[src/rtl/norm_pipe_if.sv]
// Handshake and data bundle for the normalization pipeline.
// master: the operand producer / result consumer side; slave: the pipeline.
interface norm_pipe_if #(
   parameter int WIDTH = 8,
   parameter int EW    = 8
);
   logic                 InValid;
   logic                 InReady;
   logic [WIDTH-1:0]     InMant;
   logic [EW-1:0]        InExp;
   logic                 InSign;
   logic                 OutValid;
   logic                 OutReady;
   logic [WIDTH-1:0]     OutMant;
   logic signed [EW:0]   OutExp;
   logic                 OutSign;
   logic                 OutZero;
   logic                 OutUflow;

   modport master (
      output InValid, InMant, InExp, InSign, OutReady,
      input  InReady, OutValid, OutMant, OutExp, OutSign, OutZero, OutUflow
   );

   modport slave (
      input  InValid, InMant, InExp, InSign, OutReady,
      output InReady, OutValid, OutMant, OutExp, OutSign, OutZero, OutUflow
   );
endinterface

[src/rtl/norm_pipe.sv]
// Two-stage elastic normalization pipeline: leading-zero count in stage 1,
// barrel left-shift and exponent adjustment in stage 2. Also holds the
// generic recursive leading-zero counter used by stage 1.

// Leading-zero counter for power-of-two widths. Built as a binary tree of
// half-width counters; an all-zero input yields WIDTH (MSB of the count set).
module lzc #(
   parameter  int WIDTH = 8,
   localparam int CBITS = $clog2(WIDTH + 1)
) (
   input  logic [WIDTH-1:0] in_i,
   output logic [CBITS-1:0] cnt_o
);
   generate
      if (WIDTH == 2) begin : g_leaf
         assign cnt_o = {~in_i[1] & ~in_i[0], ~in_i[1] & in_i[0]};
      end else begin : g_node
         localparam int HW = WIDTH / 2;
         localparam int HB = $clog2(HW + 1);
         logic [HB-1:0] hi_cnt;
         logic [HB-1:0] lo_cnt;

         lzc #(.WIDTH(HW)) u_hi (.in_i(in_i[WIDTH-1:HW]), .cnt_o(hi_cnt));
         lzc #(.WIDTH(HW)) u_lo (.in_i(in_i[HW-1:0]),     .cnt_o(lo_cnt));

         // An all-zero upper half adds HW to the lower count; HW + lo_cnt is
         // formed by bit placement since lo_cnt never exceeds HW.
         assign cnt_o = hi_cnt[HB-1] ? {lo_cnt[HB-1], ~lo_cnt[HB-1], lo_cnt[HB-2:0]}
                                     : {1'b0, hi_cnt};
      end
   endgenerate
endmodule

module norm_pipe #(
   parameter  int WIDTH = 8,
   parameter  int EW    = 8,
   localparam int CBITS = $clog2(WIDTH + 1)
) (
   input  logic        clk,
   input  logic        resetn,
   input  logic        Flush,
   norm_pipe_if.slave  bus
);
   // Exponent minus shift amount, two's complement at EW+1 bits.
   function automatic logic signed [EW:0] adj_exp(input logic [EW-1:0] e,
                                                  input logic [CBITS-1:0] c);
      logic [EW:0] diff;
      diff    = {1'b0, e} - (EW+1)'(c);
      adj_exp = $signed(diff);
   endfunction

   logic                 rdy_p1, rdy_p2, accept, adv;

   logic [CBITS-1:0]     cnt_p0;

   logic                 vld_p1_q, vld_p1_d;
   logic [WIDTH-1:0]     mant_p1_q, mant_p1_d;
   logic [EW-1:0]        exp_p1_q, exp_p1_d;
   logic                 sign_p1_q, sign_p1_d;
   logic [CBITS-1:0]     cnt_p1_q, cnt_p1_d;

   logic [WIDTH-1:0]     shl_p1 [0:CBITS-1];
   logic signed [EW:0]   exp_adj_p1;
   logic                 zero_p1;

   logic                 vld_p2_q, vld_p2_d;
   logic [WIDTH-1:0]     mant_p2_q, mant_p2_d;
   logic signed [EW:0]   exp_p2_q, exp_p2_d;
   logic                 sign_p2_q, sign_p2_d;
   logic                 zero_p2_q, zero_p2_d;
   logic                 uflow_p2_q, uflow_p2_d;

   // ---- handshake: each stage is free when empty or when it drains this cycle
   assign rdy_p2      = ~vld_p2_q | bus.OutReady;
   assign rdy_p1      = ~vld_p1_q | rdy_p2;
   assign bus.InReady = rdy_p1 & ~Flush;
   assign accept      = bus.InValid & bus.InReady;
   assign adv         = vld_p1_q & rdy_p2;

   // ---- stage 0 -> 1: leading-zero count of the incoming mantissa
   lzc #(.WIDTH(WIDTH)) u_lzc (.in_i(bus.InMant), .cnt_o(cnt_p0));

   // Stage 1 next state: load on accept, empty on advance, flush wins.
   always_comb begin
      vld_p1_d  = vld_p1_q;
      mant_p1_d = mant_p1_q;
      exp_p1_d  = exp_p1_q;
      sign_p1_d = sign_p1_q;
      cnt_p1_d  = cnt_p1_q;
      if (Flush) begin
         vld_p1_d = 1'b0;
      end else if (accept) begin
         vld_p1_d  = 1'b1;
         mant_p1_d = bus.InMant;
         exp_p1_d  = bus.InExp;
         sign_p1_d = bus.InSign;
         cnt_p1_d  = cnt_p0;
      end else if (adv) begin
         vld_p1_d = 1'b0;
      end
   end

   // ---- stage 1 -> 2: logarithmic barrel shift by the count, one level per
   // count bit; the top bit (shift by WIDTH) only occurs for a zero mantissa,
   // which is forced to zero below.
   assign shl_p1[0] = mant_p1_q;
   generate
      for (genvar k = 0; k < CBITS - 1; k++) begin : g_shl
         assign shl_p1[k+1] = cnt_p1_q[k] ? (shl_p1[k] << (2**k)) : shl_p1[k];
      end
   endgenerate

   assign zero_p1    = (cnt_p1_q == CBITS'(WIDTH));
   assign exp_adj_p1 = adj_exp(exp_p1_q, cnt_p1_q);

   // Stage 2 next state: take stage 1 on advance, hold while stalled.
   always_comb begin
      mant_p2_d  = mant_p2_q;
      exp_p2_d   = exp_p2_q;
      sign_p2_d  = sign_p2_q;
      zero_p2_d  = zero_p2_q;
      uflow_p2_d = uflow_p2_q;
      vld_p2_d   = Flush ? 1'b0 : (adv | (vld_p2_q & ~bus.OutReady));
      if (adv) begin
         mant_p2_d  = zero_p1 ? '0 : shl_p1[CBITS-1];
         exp_p2_d   = zero_p1 ? '0 : exp_adj_p1;
         sign_p2_d  = sign_p1_q;
         zero_p2_d  = zero_p1;
         uflow_p2_d = ~zero_p1 & (exp_adj_p1 <= 0);
      end
   end

   // Pipeline registers; reset clears valid bits and data alike.
   always_ff @(posedge clk) begin
      if (!resetn) begin
         vld_p1_q   <= 1'b0;
         mant_p1_q  <= '0;
         exp_p1_q   <= '0;
         sign_p1_q  <= 1'b0;
         cnt_p1_q   <= '0;
         vld_p2_q   <= 1'b0;
         mant_p2_q  <= '0;
         exp_p2_q   <= '0;
         sign_p2_q  <= 1'b0;
         zero_p2_q  <= 1'b0;
         uflow_p2_q <= 1'b0;
      end else begin
         vld_p1_q   <= vld_p1_d;
         mant_p1_q  <= mant_p1_d;
         exp_p1_q   <= exp_p1_d;
         sign_p1_q  <= sign_p1_d;
         cnt_p1_q   <= cnt_p1_d;
         vld_p2_q   <= vld_p2_d;
         mant_p2_q  <= mant_p2_d;
         exp_p2_q   <= exp_p2_d;
         sign_p2_q  <= sign_p2_d;
         zero_p2_q  <= zero_p2_d;
         uflow_p2_q <= uflow_p2_d;
      end
   end

   // ---- stage 2 outputs straight from registers
   assign bus.OutValid = vld_p2_q;
   assign bus.OutMant  = mant_p2_q;
   assign bus.OutExp   = exp_p2_q;
   assign bus.OutSign  = sign_p2_q;
   assign bus.OutZero  = zero_p2_q;
   assign bus.OutUflow = uflow_p2_q;
endmodule

[src/flat_wrapper.sv]
// flat-port wrapper written by rule: the top's interface ports become plain ports
module norm_pipe_flat 
#(
   parameter  int WIDTH = 8,
   parameter  int EW    = 8,
   localparam int CBITS = $clog2(WIDTH + 1)
)
  (clk, resetn, Flush, bus_InValid, bus_InMant, bus_InExp, bus_InSign, bus_OutReady, bus_InReady, bus_OutValid, bus_OutMant, bus_OutExp, bus_OutSign, bus_OutZero, bus_OutUflow);
  norm_pipe_if #(.WIDTH(WIDTH), .EW(EW)) bus_i ();
  input  logic clk;
  input  logic resetn;
  input  logic Flush;
  input wire logic [$bits(bus_i.InValid)-1:0] bus_InValid;
  input wire logic [$bits(bus_i.InMant)-1:0] bus_InMant;
  input wire logic [$bits(bus_i.InExp)-1:0] bus_InExp;
  input wire logic [$bits(bus_i.InSign)-1:0] bus_InSign;
  input wire logic [$bits(bus_i.OutReady)-1:0] bus_OutReady;
  output wire logic [$bits(bus_i.InReady)-1:0] bus_InReady;
  output wire logic [$bits(bus_i.OutValid)-1:0] bus_OutValid;
  output wire logic [$bits(bus_i.OutMant)-1:0] bus_OutMant;
  output wire logic [$bits(bus_i.OutExp)-1:0] bus_OutExp;
  output wire logic [$bits(bus_i.OutSign)-1:0] bus_OutSign;
  output wire logic [$bits(bus_i.OutZero)-1:0] bus_OutZero;
  output wire logic [$bits(bus_i.OutUflow)-1:0] bus_OutUflow;
  assign bus_i.InValid = bus_InValid;
  assign bus_i.InMant = bus_InMant;
  assign bus_i.InExp = bus_InExp;
  assign bus_i.InSign = bus_InSign;
  assign bus_i.OutReady = bus_OutReady;
  assign bus_InReady = bus_i.InReady;
  assign bus_OutValid = bus_i.OutValid;
  assign bus_OutMant = bus_i.OutMant;
  assign bus_OutExp = bus_i.OutExp;
  assign bus_OutSign = bus_i.OutSign;
  assign bus_OutZero = bus_i.OutZero;
  assign bus_OutUflow = bus_i.OutUflow;
  norm_pipe #(.WIDTH(WIDTH), .EW(EW)) u_core (.clk(clk), .resetn(resetn), .Flush(Flush), .bus(bus_i));
endmodule
[config.mk]
export PLATFORM = sky130hd
export DESIGN_NAME = norm_pipe_flat
export DESIGN_NICKNAME = d
export VERILOG_FILES = /design/src/rtl/norm_pipe_if.sv /design/src/rtl/norm_pipe.sv /design/src/flat_wrapper.sv
export SDC_FILE = /design/constraint.sdc
export NUM_CORES = 1
export LEC_CHECK = 0
export CELL_PAD_IN_SITES_DETAIL_PLACEMENT = 1
export CELL_PAD_IN_SITES_GLOBAL_PLACEMENT = 2
export CORE_ASPECT_RATIO = 0.9
export CORE_MARGIN = 10
export CORE_UTILIZATION = 32
export CTS_BUF_LIST = sky130_fd_sc_hd__clkbuf_16
export DETAILED_ROUTE_END_ITERATION = 8
export GPL_ROUTABILITY_DRIVEN = 0
export HOLD_SLACK_MARGIN = 0.08
export PLACE_DENSITY = 0.92
export SETUP_SLACK_MARGIN = 0.2
export SLEW_MARGIN = 10
export SYNTH_ARGS = -nofsm -noshare
export SYNTH_HDL_FRONTEND = slang
export SYNTH_SLANG_ARGS = --single-unit
[constraint.sdc]
create_clock -name clk -period 5.78 [get_ports clk]
set_clock_uncertainty 0.15 [all_clocks]
set_input_delay 0.578 -clock clk [delete_from_list [all_inputs] [get_ports clk]]
set_output_delay 0.578 -clock clk [all_outputs]
set_load 0.02 [all_outputs]
==> metrics.txt, run 1 <==
status finished, final reports clean; die boundary width 107 um; via count of the first global-routing pass 2026; # IOs 44; total global routing overflow 0; final clock period utilization by the worst path 49.0%; dominant combinational cell family by area after synthesis simple AND/OR/NAND/NOR gates; number of buffers inserted by port buffering 43; Avg Vias per Cell 4.87; multiplexer area fraction after synthesis 5.31%; Slew @ Worst Pin 0.859 ns; type of the worst setup path register to register; Final Slew Violations 0; number of buffers added to fix hold violations after cts 0; chip height 98.5 um; Site Rows 28; global-route wire length before repair 9920 um; drc violations 0; register bit total from synthesis 43; biggest area contributors in the synthesized netlist dfxtp_1 39%, nand2_1 9.1%, a21boi_0 7.9%; VDD IR-drop max 0.118 mV; relative slew slack 42.5%; Antenna Nets Post-Route 0; Hold Path Class register to register; Post-Synthesis Cells 261; ratio of total power to cell area 240 nW/um2; average wire length per cell after detail routing 14.8 um; area of the die 10600 um2; Clock Sink Count 43; mean instance size in the synthesized netlist 8.39 um2; Inserted Clock Buffers 5; area share of xor/xnor cells in the synthesized design 1.60%; hold slack final 0.312 ns; # resized after CTS 0; synthesized-area fraction occupied by ao, oa, aoi and oai cells 21.3%; number of synthesized flops with an enable pin 0; maximum buffer depth of the clock tree 2; growth of design area from synthesis to finish 28.4%; number of nets produced by synthesis 289; Initial Utilization 33.1%; source-to-sink clock delay at the later pin of the worst-skew pair 0.29 ns; post-synthesis share of cell area spent on and, or, nand and nor gates 24.4%; fin cells 388; unrepaired setup endpoints after global routing no; DP HPWL 4380 um; # H-tree levels 2; final count of hold timing violations 0; accumulated negative setup slack 0 ns; number of diodes added for antenna fixing 0; DR iter-0 viols 36; ys flop type dfxtp_1; max-cap check violation count 0; Layout Nets 325; number of warnings printed during yosys synthesis 0; cell type with the highest aggregate area in the netlist dfxtp_1; signal arrival time at the worst endpoint 2.92 ns; Final Cell Area 2810 um2; synth unique cells 40; data required time at the worst endpoint 5.86 ns; largest net degree at the start of global routing 44; Placed Area 2680 um2; asr flop ratio synth 0%; placed instance count 380; proportion of netlist area held by the largest area contributor 39.3%; total of endpoints with negative setup slack in the final report 0; TritonCTS clock tree done; clock transition at the registers of the reported paths 0.06 ns; category of the worst setup path launch point register; area of the mapped netlist 2190 um2; Leak 0.973 nW; area of the core 6620 um2; post-CTS setup buffer count 0; fraction of the mapped netlist area in adder cells 3.77%; fraction of layout instances using a drive strength above 1 4.36%; Fmax achieved 0.353 GHz; antenna violations before repair 0; Clock Root Buffer clkbuf_16; Pre-Repair DR Iteration Count 4; worst-path fanout max 16; sequential area share after synthesis 39.3%; total detailed-routing wirelength 5740 um; minimum setup slack among reg-to-reg paths 2.95 ns; global-route usage over all layers 11.3%; category of the worst setup path capture point register; Tmin final 2.83 ns; total number of vias 1889
==> final timing paths <==
check | endpoint | cells after the start | start
worst min-delay path | u_core.bus.OutZero$_SDFFE_PN0P_ | 2 | u_core.bus.OutZero$_SDFFE_PN0P_
worst max register to register | u_core.bus.OutUflow$_SDFFE_PN0P_ | 7 | u_core.cnt_p1_q[0]$_SDFFE_PN0P_
worst min register to register | u_core.bus.OutZero$_SDFFE_PN0P_ | 2 | u_core.bus.OutZero$_SDFFE_PN0P_
worst max-delay path | u_core.bus.OutUflow$_SDFFE_PN0P_ | 7 | u_core.cnt_p1_q[0]$_SDFFE_PN0P_
==> where the power goes <==
| part | leakage, nW | total, mW | internal, mW | switching, mW |
|---|---|---|---|---|
| combinational | 0.554 | 0.0914 | 0.0451 | 0.0462 |
| sequential | 0.349 | 0.317 | 0.306 | 0.0107 |
| clock | 0.0701 | 0.266 | 0.155 | 0.110 |
==> cells in the final DEF, fill, tap and decap left out, types with 9 or more instances in the layout <==
cell / synthesis / layout
nand2_1: 53 / 53
inv_1: 8 / 9
a22oi_1: 10 / 10
nor2_1: 12 / 12
o21ai_0: 9 / 9
nor2b_1: 15 / 15
clkdlybuf4s50_1: 0 / 43
dfxtp_1: 43 / 43
a21boi_0: 23 / 23
a21oi_1: 11 / 11
==> worst max-delay path: stages (launching register included) <==
cell       delay [ns]
dfxtp_1          0.71
ha_1             0.26
inv_1            0.05
fa_1             0.40
xor2_1           0.17
or4_1            0.46
a2111oi_0        0.35
a32o_2           0.24
==> cells by family (layout without fill, tap and decap cells) <==
group,after synthesis,after routing
XOR/XNOR,4,4
adder cells (fa/ha/maj),6,6
AND/OR/NAND/NOR,109,109
buffers and inverters,23,60
multiplexers,9,9
flip-flops,43,43
AO/OA/AOI/OAI,67,67
==> cells in the mapped netlist, types with 2 or more instances <==
cell and n:
or4_4 2, dfxtp_1 43, o41ai_1 2, nor4_1 2, a211oi_1 2, xor2_1 4
nand3b_1 3, o21ai_0 9, nor3_1 6, mux4_2 2, and2_1 6, a21oi_1 11
ha_1 5, nand2b_1 2, clkbuf_1 13, a22oi_1 10, nor2b_1 15, nor2_1 12
a2111oi_0 2, a21boi_0 23, nand2_1 53, inv_1 8, or4_1 2, mux2i_1 6
nand3_1 3
==> registers in the layout, summed over array words and instances (netlist names) <==
signal,flops
u_core.bus.OutZero,1
u_core.bus.OutExp,9
u_core.bus.OutMant,8
u_core.bus.OutUflow,1
u_core.cnt_p1_q,4
u_core.exp_p1_q,8
u_core.sign_p1_q,1
u_core.bus.OutValid,1
u_core.mant_p1_q,8
u_core.vld_p1_q,1
u_core.bus.OutSign,1
==> cell type report <==
cell class / count / area (um2)
inverters: 8 / 30.0
flip-flops and latches: 43 / 861
multi-input cells: 195 / 1230
well taps: 90 / 113
repair buffers: 44 / 438
clock inverters: 3 / 11.3
fillers: 800 / 3810
clock buffers: 5 / 125
==> through the flow <==
stage | worst slack (ns) | utilization (%) | power [mW]
after floorplan | 3.27 | - | 0.376
after global placement | 2.85 | 40.4 | 0.412
after detailed placement | 2.85 | 40.4 | 0.415
after CTS | 2.94 | 42.5 | 0.679
after global routing | 2.70 | 42.5 | 0.704
final | 2.95 | 42.5 | 0.674
==> routing by layer <==
metal  vias up  wire (um)  track usage [%]
li1        977          -                -
met1       871       2750             14.3
met2        34       2560             17.6
met4         0        108             4.99
met3         7        319             3.19
met5         -          0                0
No activity file was read; power rests on OpenSTA's default activity.
==> inputs of run 2 (changes only) <==
--- a/config.mk
+++ b/config.mk
@@ -9,12 +9,12 @@
 export CELL_PAD_IN_SITES_GLOBAL_PLACEMENT = 2
 export CORE_ASPECT_RATIO = 0.9
 export CORE_MARGIN = 10
-export CORE_UTILIZATION = 32
+export CORE_UTILIZATION = 30
 export CTS_BUF_LIST = sky130_fd_sc_hd__clkbuf_16
 export DETAILED_ROUTE_END_ITERATION = 8
 export GPL_ROUTABILITY_DRIVEN = 0
 export HOLD_SLACK_MARGIN = 0.08
-export PLACE_DENSITY = 0.92
+export PLACE_DENSITY = 0.87
 export SETUP_SLACK_MARGIN = 0.2
 export SLEW_MARGIN = 10
 export SYNTH_ARGS = -nofsm -noshare
==> constraint.sdc (replaced) <==
create_clock -name clk -period 2.7 [get_ports clk]
set_clock_uncertainty 0.15 [all_clocks]
set_input_delay 0.27 -clock clk [delete_from_list [all_inputs] [get_ports clk]]
set_output_delay 0.27 -clock clk [all_outputs]
set_load 0.02 [all_outputs]
==> metrics.txt, run 2 (synthesis results as in run 1) <==
status finished, final reports clean; total of endpoints with negative setup slack in the final report 0 (unchanged); relative slew slack 60.5% (+18 points); area of the die 11100 um2 (+5.4%); Leak 1.01 nW (+3.7%); Final Slew Violations 0 (unchanged); max-cap check violation count 0 (unchanged); global-route usage over all layers 10.5% (-0.86 points); unrepaired setup endpoints after global routing yes; ratio of total power to cell area 503 nW/um2 (+110%); Tmin final 2.40 ns (-0.435 ns); category of the worst setup path capture point register; via count of the first global-routing pass 1914 (-5.5%); Hold Path Stages 2 (unchanged); DP HPWL 4340 um (-0.85%); fraction of the core area covered by cells at the end of the flow 40.7% (-1.8 points); RR Startpoint u_core.exp_p1_q[0]$_SDFFE_PN0P_; # H-tree levels 2 (unchanged); growth of design area from synthesis to finish 31.4%; minimum setup slack among reg-to-reg paths 0.30 ns (-2.64 ns); chip height 101 um (+2.6%); DR iter-0 viols 39 (+8.3%); total global routing overflow 0 (unchanged); global-route wire length before repair 9490 um (-4.2%); die boundary width 110 um (+2.7%); total detailed-routing wirelength 5670 um (-1.2%); Clock Root Buffer clkbuf_16; Hold Path Class register to register; post-CTS setup buffer count 0 (unchanged); category of the worst setup path launch point register; drc violations 0 (unchanged); most common cell after layout, fill and taps aside nand2_1; # IOs 44 (unchanged); average wire length per cell after detail routing 14.2 um (-3.6%); total number of vias 1924 (+1.9%); most used cell, CP inv_1; Antenna Nets Post-Route 0 (unchanged); slowest library cell on the worst path or4_1; type of the worst setup path register to register; Fmax achieved 0.417 GHz (+18%); largest stage delay on the critical path 0.49 ns (-0.22 ns); final clock period utilization by the worst path 88.8% (+40 points); maximum buffer depth of the clock tree 2 (unchanged); largest net degree at the start of global routing 43 (-2.3%); series of cell instances along the critical path inv_1, ha_1, inv_1, fa_1, xor2_1, or4_1, a2111oi_2, a32o_2; number of diodes added for antenna fixing 0 (unchanged); final count of hold timing violations 0 (unchanged); source-to-sink clock delay at the later pin of the worst-skew pair 0.28 ns (about the same); M3 GR Usage 2.75% (-0.44 points); number of buffers added to fix hold violations after cts 0 (unchanged); Inserted Clock Buffers 5 (unchanged); Clock Sink Count 43 (unchanged); Avg Vias per Cell 4.83 (-0.71%); hold path startpoint u_core.bus.OutExp[8]$_SDFFE_PN0P_; Slew @ Worst Pin 0.593 ns (-0.266 ns); Layout Nets 332 (+2.2%); antenna violations before repair 0 (unchanged); Pre-Repair DR Iteration Count 4 (unchanged); data required time at the worst endpoint 2.78 ns (-3.08 ns); grt met2 use 15.6% (-2.0 points); max reg flops 9 (unchanged); most used cells in the layout excluding fill and tap cells 53 x nand2_1, 43 x clkdlybuf4s50_1, 42 x dfxtp_1, 23 x a21boi_0, 15 x nor2b_1; destination of the worst register-to-register timing path u_core.bus.OutUflow$_SDFFE_PN0P_; fillcell total 859 (+7.4%); fraction of layout instances using a drive strength above 1 7.21% (+2.9 points); VDD IR-drop max 0.233 mV (+98%); signal arrival time at the worst endpoint 2.48 ns (-0.44 ns); GR Layer Usage met1 14.3% (+0.043 points); number of buffers inserted by port buffering 43 (unchanged); global route hottest layer met2; worst-path fanout max 2 (-14); area of the core 7080 um2 (+6.9%); accumulated negative setup slack 0 ns (unchanged); Worst Hold Path EP u_core.bus.OutExp[8]$_SDFFE_PN0P_; Site Rows 29 (+3.6%); TritonCTS clock tree done; length in cells of the worst reg-to-reg path 8 (+1); clock transition at the registers of the reported paths 0.06 ns (about the same); Initial Utilization 30.9% (-2.1 points)
[run 2: cell count changes in the layout (fill, tap and decap cells not counted), sizes merged]
cell,delta
buf,+7
[run 2: worst max path at each step]
stage                                         start                                to  slack [ns]  depth (start not counted)
global route        u_core.exp_p1_q[0]$_SDFFE_PN0P_  u_core.bus.OutUflow$_SDFFE_PN0P_        0.16                          8
floorplan           u_core.cnt_p1_q[1]$_SDFFE_PN0P_  u_core.bus.OutUflow$_SDFFE_PN0P_        0.24                          7
finish              u_core.exp_p1_q[0]$_SDFFE_PN0P_  u_core.bus.OutUflow$_SDFFE_PN0P_        0.30                          8
detailed placement  u_core.cnt_p1_q[2]$_SDFFE_PN0P_  u_core.bus.OutUflow$_SDFFE_PN0P_        0.09                          6
CTS                 u_core.exp_p1_q[0]$_SDFFE_PN0P_  u_core.bus.OutUflow$_SDFFE_PN0P_        0.23                          8
global placement    u_core.cnt_p1_q[2]$_SDFFE_PN0P_  u_core.bus.OutUflow$_SDFFE_PN0P_        0.33                          6
[run 2: cell type report]
class / instances / area, um2 / area share [%]
clock buffer: 5 / 125 / 4.35
clock inverter: 3 / 11.3 / 0.391
timing repair buffer: 51 / 490 / 17.1
tap: 93 / 116 / 4.05
inverter: 8 / 30.0 / 1.04
multi-input combinational: 195 / 1240 / 43.1
sequential: 43 / 862 / 30.0
[run 2: routing by layer]
layer,wire [um],up-vias
met4,56,0
met3,303,4
met1,2900,890
met5,0,-
li1,-,997
met2,2410,33
[run 2: timing repair]
| item | 4_1_cts | 5_1_grt |
|---|---|---|
| gates resized for setup | 2 | 2 |
| endpoints found under the setup margin | 1 | 2 |
| pin swaps | 0 | 0 |
[run 2: per-stage QoR]
| step | setup WS [ns] | hold WS, ns | std cells | area (um2) | power, mW |
|---|---|---|---|---|---|
| after floorplan | 0.238 | 0.246 | 261 | 2190 | 0.806 |
| after global placement | 0.326 | 0.303 | 390 | 2730 | 0.889 |
| after detailed placement | 0.0855 | 0.304 | 390 | 2730 | 0.893 |
| after CTS | 0.233 | 0.313 | 398 | 2870 | 1.46 |
| after global routing | 0.161 | 0.350 | 398 | 2880 | 1.52 |
| final | 0.301 | 0.309 | 398 | 2880 | 1.45 |
[run 2: power breakdown]
part           total (mW)  switching [mW]  internal (mW)  leakage [nW]
Combinational       0.208           0.106          0.102         0.589
Clock               0.566           0.234          0.333        0.0701
Sequential          0.673          0.0186          0.655         0.350
[run 2: critical path, delay by kind of cell, from the launching register on]
kind                     cells  cell delay [ns]
flip-flops                   1             0.31
AND/OR/NAND/NOR              1             0.49
adder cells (fa/ha/maj)      2             0.55
buffers and inverters        2             0.12
XOR/XNOR                     1             0.17
AO/OA/AOI/OAI                2             0.56
==> inputs of run 3 (changes only) <==
--- a/config.mk
+++ b/config.mk
@@ -15,6 +15,7 @@
 export GPL_ROUTABILITY_DRIVEN = 0
 export HOLD_SLACK_MARGIN = 0.08
 export PLACE_DENSITY = 0.87
+export RECOVER_POWER = 100
 export SETUP_SLACK_MARGIN = 0.2
 export SLEW_MARGIN = 10
 export SYNTH_ARGS = -nofsm -noshare
==> metrics.txt, run 3 (synthesis results as in run 1) <==
max reg flops 9 (unchanged); via count of the first global-routing pass 1914 (unchanged); area of the core 7080 um2 (unchanged); Site Rows 29 (unchanged); Slew @ Worst Pin 1.45 ns (+0.862 ns); relative slew slack 3.00% (-57 points); status finished, final reports clean; Pre-Repair DR Iteration Count 4 (unchanged); source-to-sink clock delay at the later pin of the worst-skew pair 0.28 ns (about the same); fraction of layout instances using a drive strength above 1 6.89% (-0.33 points); global-route usage over all layers 10.5% (unchanged); global-route wire length before repair 9490 um (unchanged); # H-tree levels 2 (unchanged); average wire length per cell after detail routing 14.3 um (+0.16%); Final Total Pwr 1.44 mW (-0.17%); final clock period utilization by the worst path 89.1% (+0.22 points); most common cell after layout, fill and taps aside nand2_1; accumulated negative setup slack 0 ns (unchanged); post-CTS setup buffer count 0 (unchanged); Fmax achieved 0.416 GHz (-0.25%); largest net degree at the start of global routing 43 (unchanged); maximum buffer depth of the clock tree 2 (unchanged); most used cells in the layout excluding fill and tap cells 53 x nand2_1, 42 x dfxtp_1, 24 x a21boi_0, 23 x dlygate4sd3_1, 20 x clkdlybuf4s50_1; number of buffers inserted by port buffering 43 (unchanged); number of diodes added for antenna fixing 0 (unchanged); VDD IR-drop max 0.232 mV (-0.42%); chip height 101 um (unchanged); Tmin final 2.40 ns (+0.00602 ns); Leak 1.08 nW (+6.5%); signal arrival time at the worst endpoint 2.47 ns (about the same); number of buffers added to fix hold violations after cts 0 (unchanged); DP HPWL 4340 um (unchanged); area of the die 11100 um2 (unchanged); growth of design area from synthesis to finish 31.1%; Hold Path Class register to register; clock transition at the registers of the reported paths 0.06 ns (about the same); # resized after CTS 2 (unchanged); Inserted Clock Buffers 5 (unchanged); Antenna Nets Post-Route 0 (unchanged); Avg Vias per Cell 4.85 (+0.31%); drc violations 0 (unchanged); die boundary width 110 um (unchanged); total of endpoints with negative setup slack in the final report 0 (unchanged); data required time at the worst endpoint 2.77 ns (about the same); final count of hold timing violations 0 (unchanged); Layout Nets 332 (unchanged); Final Slew Violations 0 (unchanged); DR iter-0 viols 61 (+56%); category of the worst setup path launch point register; total detailed-routing wirelength 5680 um (+0.16%); ratio of total power to cell area 503 nW/um2 (about the same); # IOs 44 (unchanged); category of the worst setup path capture point register; Initial Utilization 30.9% (unchanged); Clock Root Buffer clkbuf_16; total global routing overflow 0 (unchanged); total number of vias 1930 (+0.31%); unrepaired setup endpoints after global routing yes; worst-path fanout max 2 (unchanged); type of the worst setup path register to register; Clock Sink Count 43 (unchanged); antenna violations before repair 0 (unchanged); max-cap check violation count 0 (unchanged); TritonCTS clock tree done
run 3: cell types whose count changed in the layout (fill, tap and decap cells not counted), sizes merged:
cell,change
clkdlybuf4s50,-23
dlygate4sd3,+23
buf,-1
clkbuf,+1
run 3: worst paths after layout:
| check | cells past startpoint | to | from | slack [ns] |
|---|---|---|---|---|
| hold reg to reg | 2 | u_core.bus.OutSign$_SDFFE_PN0P_ | u_core.bus.OutSign$_SDFFE_PN0P_ | 0.31 |
| hold / removal | 2 | u_core.bus.OutSign$_SDFFE_PN0P_ | u_core.bus.OutSign$_SDFFE_PN0P_ | 0.31 |
| setup reg to reg | 8 | u_core.bus.OutUflow$_SDFFE_PN0P_ | u_core.exp_p1_q[0]$_SDFFE_PN0P_ | 0.30 |
| setup / recovery | 8 | u_core.bus.OutUflow$_SDFFE_PN0P_ | u_core.exp_p1_q[0]$_SDFFE_PN0P_ | 0.30 |
run 3: power breakdown:
group,leakage (nW),switching (mW),internal [mW]
sequential,0.350,0.0185,0.655
combinational,0.655,0.106,0.0986
clock,0.0701,0.235,0.333
run 3: routing by layer:
layer	vias to the layer above	GRT usage [%]	routed length, um
met5	-	0	0
met1	896	14.3	2880
met3	4	2.75	305
met4	0	3.20	56
met2	35	15.6	2440
li1	995	-	-
run 3: critical path: stages (launching register included):
cell       delay [ns]
dfxtp_1          0.31
inv_1            0.07
ha_1             0.14
inv_1            0.05
fa_1             0.41
xor2_1           0.17
or4_1            0.49
a2111oi_2        0.33
a32o_2           0.23
run 3: through the flow:
step | std cells | hold slack, ns | util (%) | instance area (um2) | worst slack, ns
floorplan | 261 | 0.246 | - | 2190 | 0.238
global placement | 390 | 0.303 | 38.6 | 2730 | 0.326
detailed placement | 390 | 0.304 | 38.6 | 2730 | 0.0855
CTS | 398 | 0.313 | 40.6 | 2870 | 0.233
global route | 398 | 0.355 | 40.6 | 2870 | 0.131
finish | 398 | 0.314 | 40.6 | 2870 | 0.295
run 3: final cells by class:
class / count / area, um2
repair buffers: 51 / 487
flip-flops and latches: 43 / 862
clock buffers: 5 / 125
inverters: 8 / 30.0
fillers: 861 / 4200
clock inverters: 3 / 11.3
well taps: 93 / 116
multi-input cells: 195 / 1240
